<file path="config.mk">
export PLATFORM = sky130hd
export DESIGN_NAME = vga_fb_reader_flat
export DESIGN_NICKNAME = d
export VERILOG_FILES = /design/src/rtl/vga_fb_reader_pkg.sv /design/src/rtl/vga_fb_reader_if.sv /design/src/rtl/vga_fb_reader_timing_gen.sv /design/src/rtl/vga_fb_reader.sv /design/src/flat_wrapper.sv
export SDC_FILE = /design/constraint.sdc
export NUM_CORES = 1
export LEC_CHECK = 0
export BUFFER_PORTS_ARGS = -buffer_cell sky130_fd_sc_hd__buf_2
export CORE_UTILIZATION = 50
export CTS_BUF_LIST = sky130_fd_sc_hd__clkbuf_4 sky130_fd_sc_hd__clkbuf_8
export DETAILED_ROUTE_END_ITERATION = 12
export MAX_ROUTING_LAYER = met4
export PLACE_DENSITY_LB_ADDON = 0.05
export SKIP_CTS_REPAIR_TIMING = 1
export SLEW_MARGIN = 20
export SYNTH_ARGS = -nofsm -noshare
export SYNTH_HDL_FRONTEND = slang
export SYNTH_HIERARCHICAL = 1
export SYNTH_SLANG_ARGS = --single-unit
</file>
<file path="constraint.sdc">
create_clock -name CLOCK_50 -period 2.5 [get_ports CLOCK_50]
set_input_delay 0.5 -clock CLOCK_50 [delete_from_list [all_inputs] [get_ports CLOCK_50]]
set_output_delay 0.5 -clock CLOCK_50 [all_outputs]
set_load 0.01 [all_outputs]
</file>
<file path="src/rtl/vga_fb_reader_pkg.sv">
// Shared constants and helpers for the 160x120 frame-buffer VGA reader.
// Holds default 640x480@60 timing, buffer geometry and colour expansion.
package vga_pkg;

    localparam int VGA_H_VIS  = 640;
    localparam int VGA_H_FP   = 16;
    localparam int VGA_H_SYNC = 96;
    localparam int VGA_H_BP   = 48;
    localparam int VGA_V_VIS  = 480;
    localparam int VGA_V_FP   = 10;
    localparam int VGA_V_SYNC = 2;
    localparam int VGA_V_BP   = 33;

    localparam int FB_W      = 160;
    localparam int FB_H      = 120;
    localparam int FB_ADDR_W = 15;

    localparam int CNT_W = 10;
    localparam int DAC_W = 10;

    function automatic int colour_w(input int bpc);
        return 3 * bpc;
    endfunction

    // Replicates the low bpc bits of v, MSB first, until DAC_W bits are filled.
    function automatic logic [DAC_W-1:0] expand_chan(input logic [DAC_W-1:0] v, input int bpc);
        logic [DAC_W-1:0] r;
        r = '0;
        for (int i = 0; i < DAC_W; i++) begin
            r = (r << 1) | ((v >> (bpc - 1 - (i % bpc))) & DAC_W'(1));
        end
        return r;
    endfunction

endpackage

</file>
<file path="src/rtl/vga_fb_reader_if.sv">
// Frame-buffer read port: registered-address request, data one CLOCK_50 later.
interface vga_fb_reader_if #(
    parameter int BPC = 1
);
    import vga_pkg::*;

    logic [FB_ADDR_W-1:0]     rd_addr;
    logic [colour_w(BPC)-1:0] rd_data;

    modport master (output rd_addr, input rd_data);
    modport slave  (input rd_addr, output rd_data);

endinterface

</file>
<file path="src/rtl/vga_fb_reader_timing_gen.sv">
// Pixel tick, raster counters and raw sync/visible flags for the VGA reader.
module vga_timing_gen
    import vga_pkg::*;
#(
    parameter int H_VIS  = VGA_H_VIS,
    parameter int H_FP   = VGA_H_FP,
    parameter int H_SYNC = VGA_H_SYNC,
    parameter int H_BP   = VGA_H_BP,
    parameter int V_VIS  = VGA_V_VIS,
    parameter int V_FP   = VGA_V_FP,
    parameter int V_SYNC = VGA_V_SYNC,
    parameter int V_BP   = VGA_V_BP
) (
    input  logic             clk,
    input  logic             resetn,
    output logic             o_pix_en,
    output logic             o_pix_clk,
    output logic [CNT_W-1:0] o_hcnt,
    output logic [CNT_W-1:0] o_vcnt,
    output logic             o_hs,
    output logic             o_vs,
    output logic             o_vis
);

    localparam int H_TOTAL = H_VIS + H_FP + H_SYNC + H_BP;
    localparam int V_TOTAL = V_VIS + V_FP + V_SYNC + V_BP;

    logic             r_tog;
    logic [CNT_W-1:0] r_hcnt;
    logic [CNT_W-1:0] r_vcnt;

    always_ff @(posedge clk) begin
        if (!resetn) begin
            r_tog  <= 1'b0;
            r_hcnt <= '0;
            r_vcnt <= '0;
        end else begin
            r_tog <= ~r_tog;
            if (r_tog) begin
                if (r_hcnt == CNT_W'(H_TOTAL - 1)) begin
                    r_hcnt <= '0;
                    if (r_vcnt == CNT_W'(V_TOTAL - 1)) begin
                        r_vcnt <= '0;
                    end else begin
                        r_vcnt <= r_vcnt + CNT_W'(1);
                    end
                end else begin
                    r_hcnt <= r_hcnt + CNT_W'(1);
                end
            end
        end
    end

    // Toggle high means the coming edge is a pixel edge; the DAC clock is its inverse.
    assign o_pix_en  = r_tog;
    assign o_pix_clk = ~r_tog;
    assign o_hcnt    = r_hcnt;
    assign o_vcnt    = r_vcnt;

    assign o_vis = (r_hcnt < CNT_W'(H_VIS)) && (r_vcnt < CNT_W'(V_VIS));
    assign o_hs  = !((r_hcnt >= CNT_W'(H_VIS + H_FP)) &&
                     (r_hcnt <  CNT_W'(H_VIS + H_FP + H_SYNC)));
    assign o_vs  = !((r_vcnt >= CNT_W'(V_VIS + V_FP)) &&
                     (r_vcnt <  CNT_W'(V_VIS + V_FP + V_SYNC)));

endmodule

</file>
<file path="src/rtl/vga_fb_reader.sv">
// Scans a 160x120 frame buffer as 640x480@60 VGA with 4x4 pixel blocks.
// Optional colour-bar source selected by pattern_sel: VGA_FB_READER_TEST_PATTERN_EN.
module vga_fb_reader
    import vga_pkg::*;
#(
    parameter int BITS_PER_COLOUR_CHANNEL = 1,
    parameter int H_VIS     = VGA_H_VIS,
    parameter int H_FP      = VGA_H_FP,
    parameter int H_SYNC    = VGA_H_SYNC,
    parameter int H_BP      = VGA_H_BP,
    parameter int V_VIS     = VGA_V_VIS,
    parameter int V_FP      = VGA_V_FP,
    parameter int V_SYNC    = VGA_V_SYNC,
    parameter int V_BP      = VGA_V_BP,
    parameter int RES_SHIFT = 2
) (
    input  logic              CLOCK_50,
    input  logic              resetn,
    vga_fb_reader_if.master   fb,
    input  logic              pattern_sel,
    output logic [DAC_W-1:0]  VGA_R,
    output logic [DAC_W-1:0]  VGA_G,
    output logic [DAC_W-1:0]  VGA_B,
    output logic              VGA_HS,
    output logic              VGA_VS,
    output logic              VGA_BLANK_N,
    output logic              VGA_SYNC_N,
    output logic              VGA_CLK
);

    localparam int BPC = BITS_PER_COLOUR_CHANNEL;

    logic             w_pix_en;
    logic             w_pix_clk;
    logic [CNT_W-1:0] w_hcnt;
    logic [CNT_W-1:0] w_vcnt;
    logic             w_hs;
    logic             w_vs;
    logic             w_vis;

    vga_timing_gen #(
        .H_VIS  (H_VIS),
        .H_FP   (H_FP),
        .H_SYNC (H_SYNC),
        .H_BP   (H_BP),
        .V_VIS  (V_VIS),
        .V_FP   (V_FP),
        .V_SYNC (V_SYNC),
        .V_BP   (V_BP)
    ) u_timing (
        .clk       (CLOCK_50),
        .resetn    (resetn),
        .o_pix_en  (w_pix_en),
        .o_pix_clk (w_pix_clk),
        .o_hcnt    (w_hcnt),
        .o_vcnt    (w_vcnt),
        .o_hs      (w_hs),
        .o_vs      (w_vs),
        .o_vis     (w_vis)
    );

    // Buffer row stride of 160 built as 128 + 32 to avoid a multiplier.
    logic [FB_ADDR_W-1:0] w_yb;
    logic [FB_ADDR_W-1:0] w_xb;
    logic [FB_ADDR_W-1:0] w_addr;

    assign w_yb   = FB_ADDR_W'(w_vcnt >> RES_SHIFT);
    assign w_xb   = FB_ADDR_W'(w_hcnt >> RES_SHIFT);
    assign w_addr = (w_yb << 7) + (w_yb << 5) + w_xb;

    logic [FB_ADDR_W-1:0] r_rd_addr;
    logic                 r_vis1;
    logic                 r_hs1;
    logic                 r_vs1;
    logic [DAC_W-1:0]     r_vga_r;
    logic [DAC_W-1:0]     r_vga_g;
    logic [DAC_W-1:0]     r_vga_b;
    logic                 r_hs2;
    logic                 r_vs2;
    logic                 r_blank2;

    logic [2:0][DAC_W-1:0] w_chan;

`ifdef VGA_FB_READER_TEST_PATTERN_EN
    logic [2:0] r_pat1;

    // Bar colour follows the pixel through stage 1 so it lines up with RAM data.
    always_ff @(posedge CLOCK_50) begin
        if (!resetn) begin
            r_pat1 <= '0;
        end else if (w_pix_en) begin
            r_pat1 <= w_hcnt[CNT_W-1 -: 3];
        end
    end
`else
    logic w_unused_pattern_sel;
    assign w_unused_pattern_sel = pattern_sel;
`endif

    // Channel 0 is R (top of rd_data), 1 is G, 2 is B.
    for (genvar gi = 0; gi < 3; gi++) begin : g_chan
        logic [DAC_W-1:0] w_ram_chan;
        assign w_ram_chan = DAC_W'(fb.rd_data[(3 - gi) * BPC - 1 -: BPC]);
`ifdef VGA_FB_READER_TEST_PATTERN_EN
        assign w_chan[gi] = pattern_sel ? expand_chan(DAC_W'(r_pat1[2 - gi]), 1)
                                        : expand_chan(w_ram_chan, BPC);
`else
        assign w_chan[gi] = expand_chan(w_ram_chan, BPC);
`endif
    end

    always_ff @(posedge CLOCK_50) begin
        if (!resetn) begin
            r_rd_addr <= '0;
            r_vis1    <= 1'b0;
            r_hs1     <= 1'b1;
            r_vs1     <= 1'b1;
            r_vga_r   <= '0;
            r_vga_g   <= '0;
            r_vga_b   <= '0;
            r_hs2     <= 1'b1;
            r_vs2     <= 1'b1;
            r_blank2  <= 1'b0;
        end else if (w_pix_en) begin
            r_rd_addr <= w_vis ? w_addr : '0;
            r_vis1    <= w_vis;
            r_hs1     <= w_hs;
            r_vs1     <= w_vs;
            // RAM data for the stage-1 address landed on the mid-period edge.
            r_vga_r   <= r_vis1 ? w_chan[0] : '0;
            r_vga_g   <= r_vis1 ? w_chan[1] : '0;
            r_vga_b   <= r_vis1 ? w_chan[2] : '0;
            r_hs2     <= r_hs1;
            r_vs2     <= r_vs1;
            r_blank2  <= r_vis1;
        end
    end

    assign fb.rd_addr  = r_rd_addr;
    assign VGA_R       = r_vga_r;
    assign VGA_G       = r_vga_g;
    assign VGA_B       = r_vga_b;
    assign VGA_HS      = r_hs2;
    assign VGA_VS      = r_vs2;
    assign VGA_BLANK_N = r_blank2;
    assign VGA_SYNC_N  = 1'b1;
    assign VGA_CLK     = w_pix_clk;

endmodule

</file>
<file path="src/flat_wrapper.sv">
// flat-port wrapper written by rule: the top's interface ports become plain ports
module vga_fb_reader_flat import vga_pkg::*;
#(
    parameter int BITS_PER_COLOUR_CHANNEL = 1,
    parameter int H_VIS     = VGA_H_VIS,
    parameter int H_FP      = VGA_H_FP,
    parameter int H_SYNC    = VGA_H_SYNC,
    parameter int H_BP      = VGA_H_BP,
    parameter int V_VIS     = VGA_V_VIS,
    parameter int V_FP      = VGA_V_FP,
    parameter int V_SYNC    = VGA_V_SYNC,
    parameter int V_BP      = VGA_V_BP,
    parameter int RES_SHIFT = 2
)
  (CLOCK_50, resetn, pattern_sel, VGA_R, VGA_G, VGA_B, VGA_HS, VGA_VS, VGA_BLANK_N, VGA_SYNC_N, VGA_CLK, fb_rd_addr, fb_rd_data);
  vga_fb_reader_if #(.BPC(1)) fb_i ();
  input  logic CLOCK_50;
  input  logic resetn;
  input  logic pattern_sel;
  output logic [DAC_W-1:0] VGA_R;
  output logic [DAC_W-1:0] VGA_G;
  output logic [DAC_W-1:0] VGA_B;
  output logic VGA_HS;
  output logic VGA_VS;
  output logic VGA_BLANK_N;
  output logic VGA_SYNC_N;
  output logic VGA_CLK;
  output wire logic [$bits(fb_i.rd_addr)-1:0] fb_rd_addr;
  input wire logic [$bits(fb_i.rd_data)-1:0] fb_rd_data;
  assign fb_rd_addr = fb_i.rd_addr;
  assign fb_i.rd_data = fb_rd_data;
  vga_fb_reader #(.BITS_PER_COLOUR_CHANNEL(BITS_PER_COLOUR_CHANNEL), .H_VIS(H_VIS), .H_FP(H_FP), .H_SYNC(H_SYNC), .H_BP(H_BP), .V_VIS(V_VIS), .V_FP(V_FP), .V_SYNC(V_SYNC), .V_BP(V_BP), .RES_SHIFT(RES_SHIFT)) u_core (.CLOCK_50(CLOCK_50), .resetn(resetn), .fb(fb_i), .pattern_sel(pattern_sel), .VGA_R(VGA_R), .VGA_G(VGA_G), .VGA_B(VGA_B), .VGA_HS(VGA_HS), .VGA_VS(VGA_VS), .VGA_BLANK_N(VGA_BLANK_N), .VGA_SYNC_N(VGA_SYNC_N), .VGA_CLK(VGA_CLK));
endmodule
</file>
==> results of run 1 <==
## through the flow
step	hold slack (ps)	setup WS, ps	util	std cells
6_report	471.6	207.6	0.5796	420
5_1_grt	465.7	73.18	0.5796	420
4_1_cts	461.9	198.7	0.5796	420
3_5_place_dp	450.8	241.4	0.5564	412
3_3_place_gp	452.9	271.6	0.5564	412
2_1_floorplan	441.3	307.2	-	315
## power by group through the flow
stage / clock (mW) / combinational [mW] / sequential [mW]
after floorplan: 0 / 0.0800 / 0.755
after global routing: 0.623 / 0.115 / 0.740
after detailed placement: 0 / 0.102 / 0.754
after CTS: 0.604 / 0.102 / 0.737
after global placement: 0 / 0.101 / 0.754
final: 0.587 / 0.101 / 0.737
## sequential cells by signal (all words and copies together) (netlist names)
signal	flops
u_core/u_timing/o_pix_en	1
u_core/VGA_VS	1
u_core/r_vis1	1
u_core/VGA_BLANK_N	1
u_core/u_timing/o_vcnt	10
u_core/r_vs1	1
u_core/u_timing/o_hcnt	10
u_core/VGA_G	1
u_core/VGA_B	1
u_core/VGA_R	1
u_core/VGA_HS	1
u_core/fb.rd_addr	15
u_core/r_hs1	1
## cell type report
cell class	instances	area, µm²	share of cell area
clock buffer	6	82.58	0.02755
clock inverter	2	37.54	0.01252
sequential	45	900.9	0.3005
multi-input combinational	213	1463	0.4879
timing repair buffer	65	355.3	0.1185
tap	70	87.58	0.02922
inverter	19	71.32	0.02379
## critical path, delay by kind of cell (launching register included)
family / cells / cell delay [ps]
AO/OA/AOI/OAI: 4 / 750
adder cells (fa/ha/maj): 2 / 910
buffers and inverters: 2 / 120
flip-flops: 1 / 330
AND/OR/NAND/NOR: 1 / 120
## cells in the final DEF (no fill, tap or decap), types with 2 or more instances in the layout
| cell type | instances |
|---|---|
| o21a_1 | 2 |
| nor3_1 | 9 |
| buf_4 | 12 |
| nand2b_1 | 6 |
| nor2b_1 | 18 |
| fa_1 | 2 |
| xor2_1 | 3 |
| a21boi_0 | 6 |
| nand4_1 | 9 |
| and3_1 | 3 |
| nand3b_1 | 5 |
| xnor2_1 | 10 |
| ha_1 | 19 |
| inv_1 | 19 |
| nand2_1 | 16 |
| o2111ai_1 | 2 |
| or3_1 | 4 |
| nand3_1 | 16 |
| nor2_1 | 20 |
| nor4_1 | 4 |
| mux2i_1 | 6 |
| a21oi_1 | 16 |
| nor3b_1 | 2 |
| dfxtp_1 | 45 |
| clkbuf_8 | 6 |
| buf_2 | 53 |
| o21ai_1 | 2 |
| o21ai_0 | 7 |
| o311ai_0 | 2 |
| a21o_1 | 2 |
## kinds of logic (layout without fill, tap and decap cells)
kind of cell | Yosys count | count (layout) | share of synthesized area
and+or+nand+nor | 121 | 121 | 0.2484
muxes | 6 | 6 | 0.02220
buffers and inverters | 57 | 92 | 0.1263
other | 1 | 1 | 0.001386
AOI/OAI and AO/OA | 51 | 51 | 0.1240
xor gates and xnor gates | 13 | 13 | 0.04209
adders and majority gates | 21 | 21 | 0.1027
DFF | 45 | 45 | 0.3330
## worst paths after layout
kind,to,slack [ps],cells after the start
worst min-delay path,u_core/VGA_B[8]$_SDFFE_PN0P_,470,3
worst max register to register,u_core/fb.rd_addr[11]$_SDFFE_PN0P_,210,9
worst min register to register,u_core/VGA_VS$_SDFFE_PN1P_,470,2
worst max-delay path,u_core/fb.rd_addr[11]$_SDFFE_PN0P_,210,9
## synth_stat cells (2+ instances only)
cell / instances
xnor2_1: 10
or3_1: 4
fa_1: 2
ha_1: 19
clkbuf_1: 4
nand4_1: 9
inv_1: 19
nand2_1: 16
o2111ai_1: 2
nor2_1: 20
nor2b_1: 18
nor3b_1: 2
buf_4: 28
o21ai_1: 2
a21oi_1: 16
xor2_1: 3
nand2b_1: 6
nand3b_1: 5
and3_1: 3
mux2i_1: 6
o21a_1: 2
o311ai_0: 2
buf_2: 4
a21boi_0: 6
o21ai_0: 7
nor3_1: 9
nand3_1: 16
dfxtp_1: 45
a21o_1: 2
nor4_1: 4
## per-layer routing
layer	vias up	track usage	share of wire
met5	-	-	0
met4	0	0.06379	0.014
met3	8	0.03439	0.029
met2	37	0.3552	0.47
met1	1023	0.2802	0.48
li1	1130	-	-
==> results list, run 1 <==
- Horizontal extent of the die: 75.56 µm
- Min Clock Period, post-route: 2292 ps
* Starting density of the core: 0.5230
- The setup path with the least slack is of type flop to flop.
- Type of element launching the critical path: flop
- The design draws 1.425 mW.
- Number of synthesized register bits: 45
- Placed wire-length estimate after detailed placement: 3.960 mm
* Final ANT Viol Nets: 0
* Post-place instance area: 2878 µm²
- Number of detailed-routing iterations run before antenna repair: 4
- Number of instances in the synthesized netlist: 315
- Syn_nets: 342
* RR Startpoint: u_core/u_timing/o_hcnt[9]$_SDFFE_PN0P_
- The number of pins with negative max-slew slack in the final report is 0.
- In this run the deepest clock path goes through 2 buffers.
* Level count of the clock H-tree: 2
- Insertion delay of the later-clocked pin in the worst-skew pair: 300 ps
- CP Capture Type: flop
- Share of the cycle needed by the critical path after routing: 0.9170
* Sw Ratio: 0.2336
* Vias in the first global route: 1,975
* Worst Path Max Fanout: 3
- Wire length of the first global-routing pass: 9.177 mm
- Maxcap violations: 0
- Gpl congestion: 0.8685
- After detailed routing, the number of vias per cell comes to 5.233.
- Series of cell instances along the critical path: inv_1, fa_1, inv_1, ha_1, a211oi_2, o21ai_0, a21oi_1, nand4_1, o211ai_1
- Compared with the post-synthesis result, the final layout area differs by 10.82%.
* Synthesized area per cell: 8.588 µm²
- Static timing analysis puts the maximum clock frequency at 0.4362 GHz.
- The die covers 5709 µm².
* Hold violation count in the final report: 0
* Clock slew at the register clock pins of the worst setup and hold paths: 90 ps
- Core box area: 5172 µm²
* Share of final-layout standard cells stronger than drive strength 1: 0.2314
- Launching instance or port of the critical path: u_core/u_timing/o_hcnt[9]$_SDFFE_PN0P_
* Ratio of total power to cell area: 475.2 nW/µm²
* Post-synthesis sequential area ratio: 0.3330
* DRT iter0 DRCs: 106
* Setup repair after global routing missed its margin: no
- In the final design database the tool counted 376 nets.
- By instance count, the cell type seen most on the critical path is inv_1.
* Antenna violations before repair: 0
- Fraction of power consumed by the clock network: 0.412
- In the global route stage, overall resource usage came out at 0.2182.
- Count of yosys warnings during synthesis: 6
- Yosys mapped a number of flops with a built-in enable equal to 0.
* Share of the synthesized area in the top cell type: 0.3330
- CTS buffer count: 5
- In this run the worst hold path is classified as primary input to flop.
- Crit path arrival time: 2520 ps
- After global routing the overflow that remains totals 0.
- Fill count: 497
* Total negative slack: 0 ps
- Power spent charging and discharging nets: 0.3328 mW
- In this run the count of I/O pins placed on the die edge is 56.
* FFs w/ async S/R, synth: 0
- Power share of the sequential group: 0.517
- Of all cell types, the one taking the most synthesized area is dfxtp_1.
- DRC violation count after routing: 0
* Routed wire length: 5.534 mm
* Worst-path cell with the longest stage delay: fa_1
- For this run, the slowest stage of the critical path takes 590 ps.
- Avg WL per Cell: 13.18 µm
- Worst EP required: 2730 ps
- Design area: 2998 µm²
- Area contributors post-synth: dfxtp_1 (33%), ha_1 (8.8%), buf_4 (7.8%)
* Hold path startpoint: fb_rd_data[0]
* Number of unique standard cell types used by synthesis: 54
* Total number of vias: 2,198
- Static leakage power: 1.296 nW
* Cell Rows: 26
- IR analysis of the VDD net gives a maximum drop of 0.2310 mV.
* Mapped cell area: 2705 µm²
* Result of the run: finished, final reports clean
- Main flop type after synthesis: dfxtp_1
- Comb power frac: 0.071
* TritonCTS clock tree: built
- The repair_antennas step left the layout with diodes totalling 0.
- Setup violations remaining at the end of the flow were counted as 0.
* IO buf count: 53
* CTS sink cnt: 45
- For the final database, setup skew stands at 6.615 ps.
- The internal portion of the total power is 1.092 mW.
- Pin count of the biggest net entering global routing: 39
- The die is 75.56 µm tall.
- The root buffer cell chosen for the clock tree is clkbuf_8.
Power figures use the tool's default switching activity.
==> run 2: changes to the inputs <==
- PLACE_DENSITY: default -> 0.72
- PLACE_DENSITY_LB_ADDON: 0.05 -> default
==> run 2 against run 1 <==
  * Sequential share of layout area up 0.46 points
  * Via count is 0.45% lower
  * Power down 6.7%
  * Critical path depth unchanged
  * Clock skew grew 3.5 ps
  * Sequential power is essentially flat
  * Critical path type unchanged
  * Largest power group unchanged
==> results list, run 2 (same netlist as run 1, synthesis figures left out) <==
- Worst-case hold path end point: u_core/VGA_R[8]$_SDFFE_PN0P_
- The number of placement rows came to 26 (unchanged).
* IO buf count: 53 (unchanged)
- Clock root buffer: clkbuf_8
* TritonCTS clock tree: built
- Starting density of the core: 0.5230 (unchanged)
- STA classifies the critical path startpoint as a flop.
- DRC violation count after routing: 0 (unchanged)
- The number of antenna violations at the first check in global routing is 0 (unchanged).
* Insertion delay of the later-clocked pin in the worst-skew pair: 310 ps (about the same)
- The data required time of the critical path came to 2730 ps (about the same).
- The total wire length after detailed routing was 5.197 mm (-6.1%).
* Max-slew violation count: 0 (unchanged)
- Worst setup slack for register-to-register paths: 160 ps (-50 ps)
- The routed length per placed instance is 12.46 µm (-5.4%).
- The number of top-level pins is 56 (unchanged).
* Level count of the clock H-tree: 2 (unchanged)
- The highest net fanout along the worst path came to 5 (+2).
- The global-route total usage across every layer was 0.1975 (-0.02073).
* Hold violation count in the final report: 0 (unchanged)
- CP Capture Type: flop
- Wire length of the first global-routing pass: 8.231 mm (-10%)
- Placed wire-length estimate after detailed placement: 3.825 mm (-3.4%)
* Pin count of the biggest net entering global routing: 39 (unchanged)
* Net count, final: 373 (-0.80%)
* Final cell utilization of the core: 0.5716 (-0.007983)
- Series of cell instances along the critical path: inv_1, fa_1, inv_1, ha_1, a211oi_2, o21ai_0, a21oi_1, nand4_1, o211ai_1
* CTS buffer count: 5 (unchanged)
- Static leakage power: 1.274 nW (-1.6%)
* Final ANT Viol Nets: 0 (unchanged)
* Highest-count cells in the layout ignoring fill and taps: buf_2 (53), dfxtp_1 (44), nor2_1 (20)
- RR Startpoint: u_core/u_timing/o_hcnt[9]$_SDFFE_PN0P_
- For the pin with the worst max-slew slack, the measured transition is 490.1 ps.
- Clock slew at the register clock pins of the worst setup and hold paths: 90 ps (about the same)
* CTS sink cnt: 45 (unchanged)
* HP Class: primary input to flop
- The area of the placeable core is 5172 µm² (unchanged).
- Result of the run: finished, final reports clean
- Gpl congestion: 0.8506 (-2.1%)
* Min Clock Period, post-route: 2345 ps (+52.57 ps)
- Largest register FFs: 15 (unchanged)
- Vias/cell: 5.247 (+0.26%)
- The signal arrival time at the worst endpoint came to 2570 ps (+50 ps).
- The number of maximum-capacitance constraint violations was 0 (unchanged).
- By instance count, the cell type seen most on the critical path is inv_1.
* Setup WS post-layout: 155.0 ps (-52.57 ps)
* Post-placement worst setup slack: 166.3 ps (-75.18 ps)
* Vias in the first global route: 1,847 (-6.5%)
* Depth of the worst register-to-register path: 9 (unchanged)
- The die boundary width was 75.56 µm (unchanged).
- Worst clock skew: 10.08 ps (+3.470 ps)
- Die Area: 5709 µm² (unchanged)
* Reg2reg end: u_core/fb.rd_addr[11]$_SDFFE_PN0P_
* Total power: 1.330 mW (-6.7%)
- Die span in y: 75.56 µm (unchanged)
* Worst-path cell with the longest stage delay: fa_1
* Peak ir drop on the vdd network: 0.4179 mV (+81%)
- Share of final-layout standard cells stronger than drive strength 1: 0.2277 (-0.003763)
- Antenna Diode Count: 0 (unchanged)
- Total number of vias: 2,188 (-0.45%)
- Maximum operating frequency: 0.4264 GHz (-2.2%)
- In this run the tightest slew margin relative to its limit is 0.6706.
* Cell depth of the worst min-delay path: 3 (unchanged)
- Setup repair after global routing missed its margin: no
- Total negative slack: 0 ps (unchanged)
* GR Overflow Total: 0 (unchanged)
- The total iterations of the first detailed-routing run came to 4 (unchanged).
- Most common cell after layout, fill and taps aside: buf_2
- Total of endpoints with negative setup slack in the final report: 0 (unchanged)
* Hold path startpoint: fb_rd_data[2]
- Clock buffer depth: 2 (unchanged)
- Ratio of total power to cell area: 449.8 nW/µm² (-5.4%)
- Layout area overhead: 9.297%
* Share of the cycle needed by the critical path after routing: 0.9380 (+0.02103)
* Slowest stage delay, CP: 590 ps (about the same)
- DRT iter0 DRCs: 65 (-39%)
- The critical path in this run is classified as flop to flop.
run 2: worst max path at each step:
stage,depth (start not counted),slack [ps],start,end
5_1_grt,9,30,u_core/u_timing/o_hcnt[9]$_SDFFE_PN0P_,u_core/fb.rd_addr[11]$_SDFFE_PN0P_
2_1_floorplan,8,310,u_core/u_timing/o_hcnt[9]$_SDFFE_PN0P_,u_core/fb.rd_addr[14]$_SDFFE_PN0P_
4_1_cts,9,100,u_core/u_timing/o_hcnt[9]$_SDFFE_PN0P_,u_core/fb.rd_addr[11]$_SDFFE_PN0P_
6_report,9,160,u_core/u_timing/o_hcnt[9]$_SDFFE_PN0P_,u_core/fb.rd_addr[11]$_SDFFE_PN0P_
3_3_place_gp,9,210,u_core/u_timing/o_hcnt[9]$_SDFFE_PN0P_,u_core/fb.rd_addr[11]$_SDFFE_PN0P_
3_5_place_dp,9,170,u_core/u_timing/o_hcnt[9]$_SDFFE_PN0P_,u_core/fb.rd_addr[11]$_SDFFE_PN0P_
run 2: per-layer routing:
| layer | up-vias | wire length, µm | track usage |
|---|---|---|---|
| met4 | 0 | 86 | 0.07202 |
| li1 | 1124 | - | - |
| met2 | 44 | 2530 | 0.3145 |
| met1 | 1010 | 2371 | 0.2467 |
| met5 | - | 0 | - |
| met3 | 10 | 209 | 0.04233 |
run 2: metrics by stage:
stage | std cells | hold WS, ps | cell area [µm²]
2_1_floorplan | 315 | 441.3 | 2705
3_3_place_gp | 409 | 450.1 | 2855
3_5_place_dp | 409 | 457.5 | 2855
4_1_cts | 417 | 469.5 | 2955
5_1_grt | 417 | 485.0 | 2957
6_report | 417 | 475.5 | 2957
run 2: where the power goes:
part	internal (mW)	switching, mW	leakage, nW	total [mW]
combinational	0.0389	0.0582	0.858	0.0971
clock	0.230	0.265	0.0518	0.494
sequential	0.726	0.0124	0.364	0.738
run 2: cell type report:
class                   count  area (µm²)
clock buffers               6       82.58
flip-flops and latches     45       902.1
clock inverters             2       17.52
inverters                  19       71.32
multi-input cells         213        1463
well taps                  70       87.58
fillers                   474        2216
repair buffers             62       332.8
run 2: worst max-delay path, delay by kind of cell (launching register included):
kind,cells,cell delay (ps)
compound gates,4,750
flops,1,370
simple gates,1,130
buf+inv,2,130
fa+ha+maj,2,910
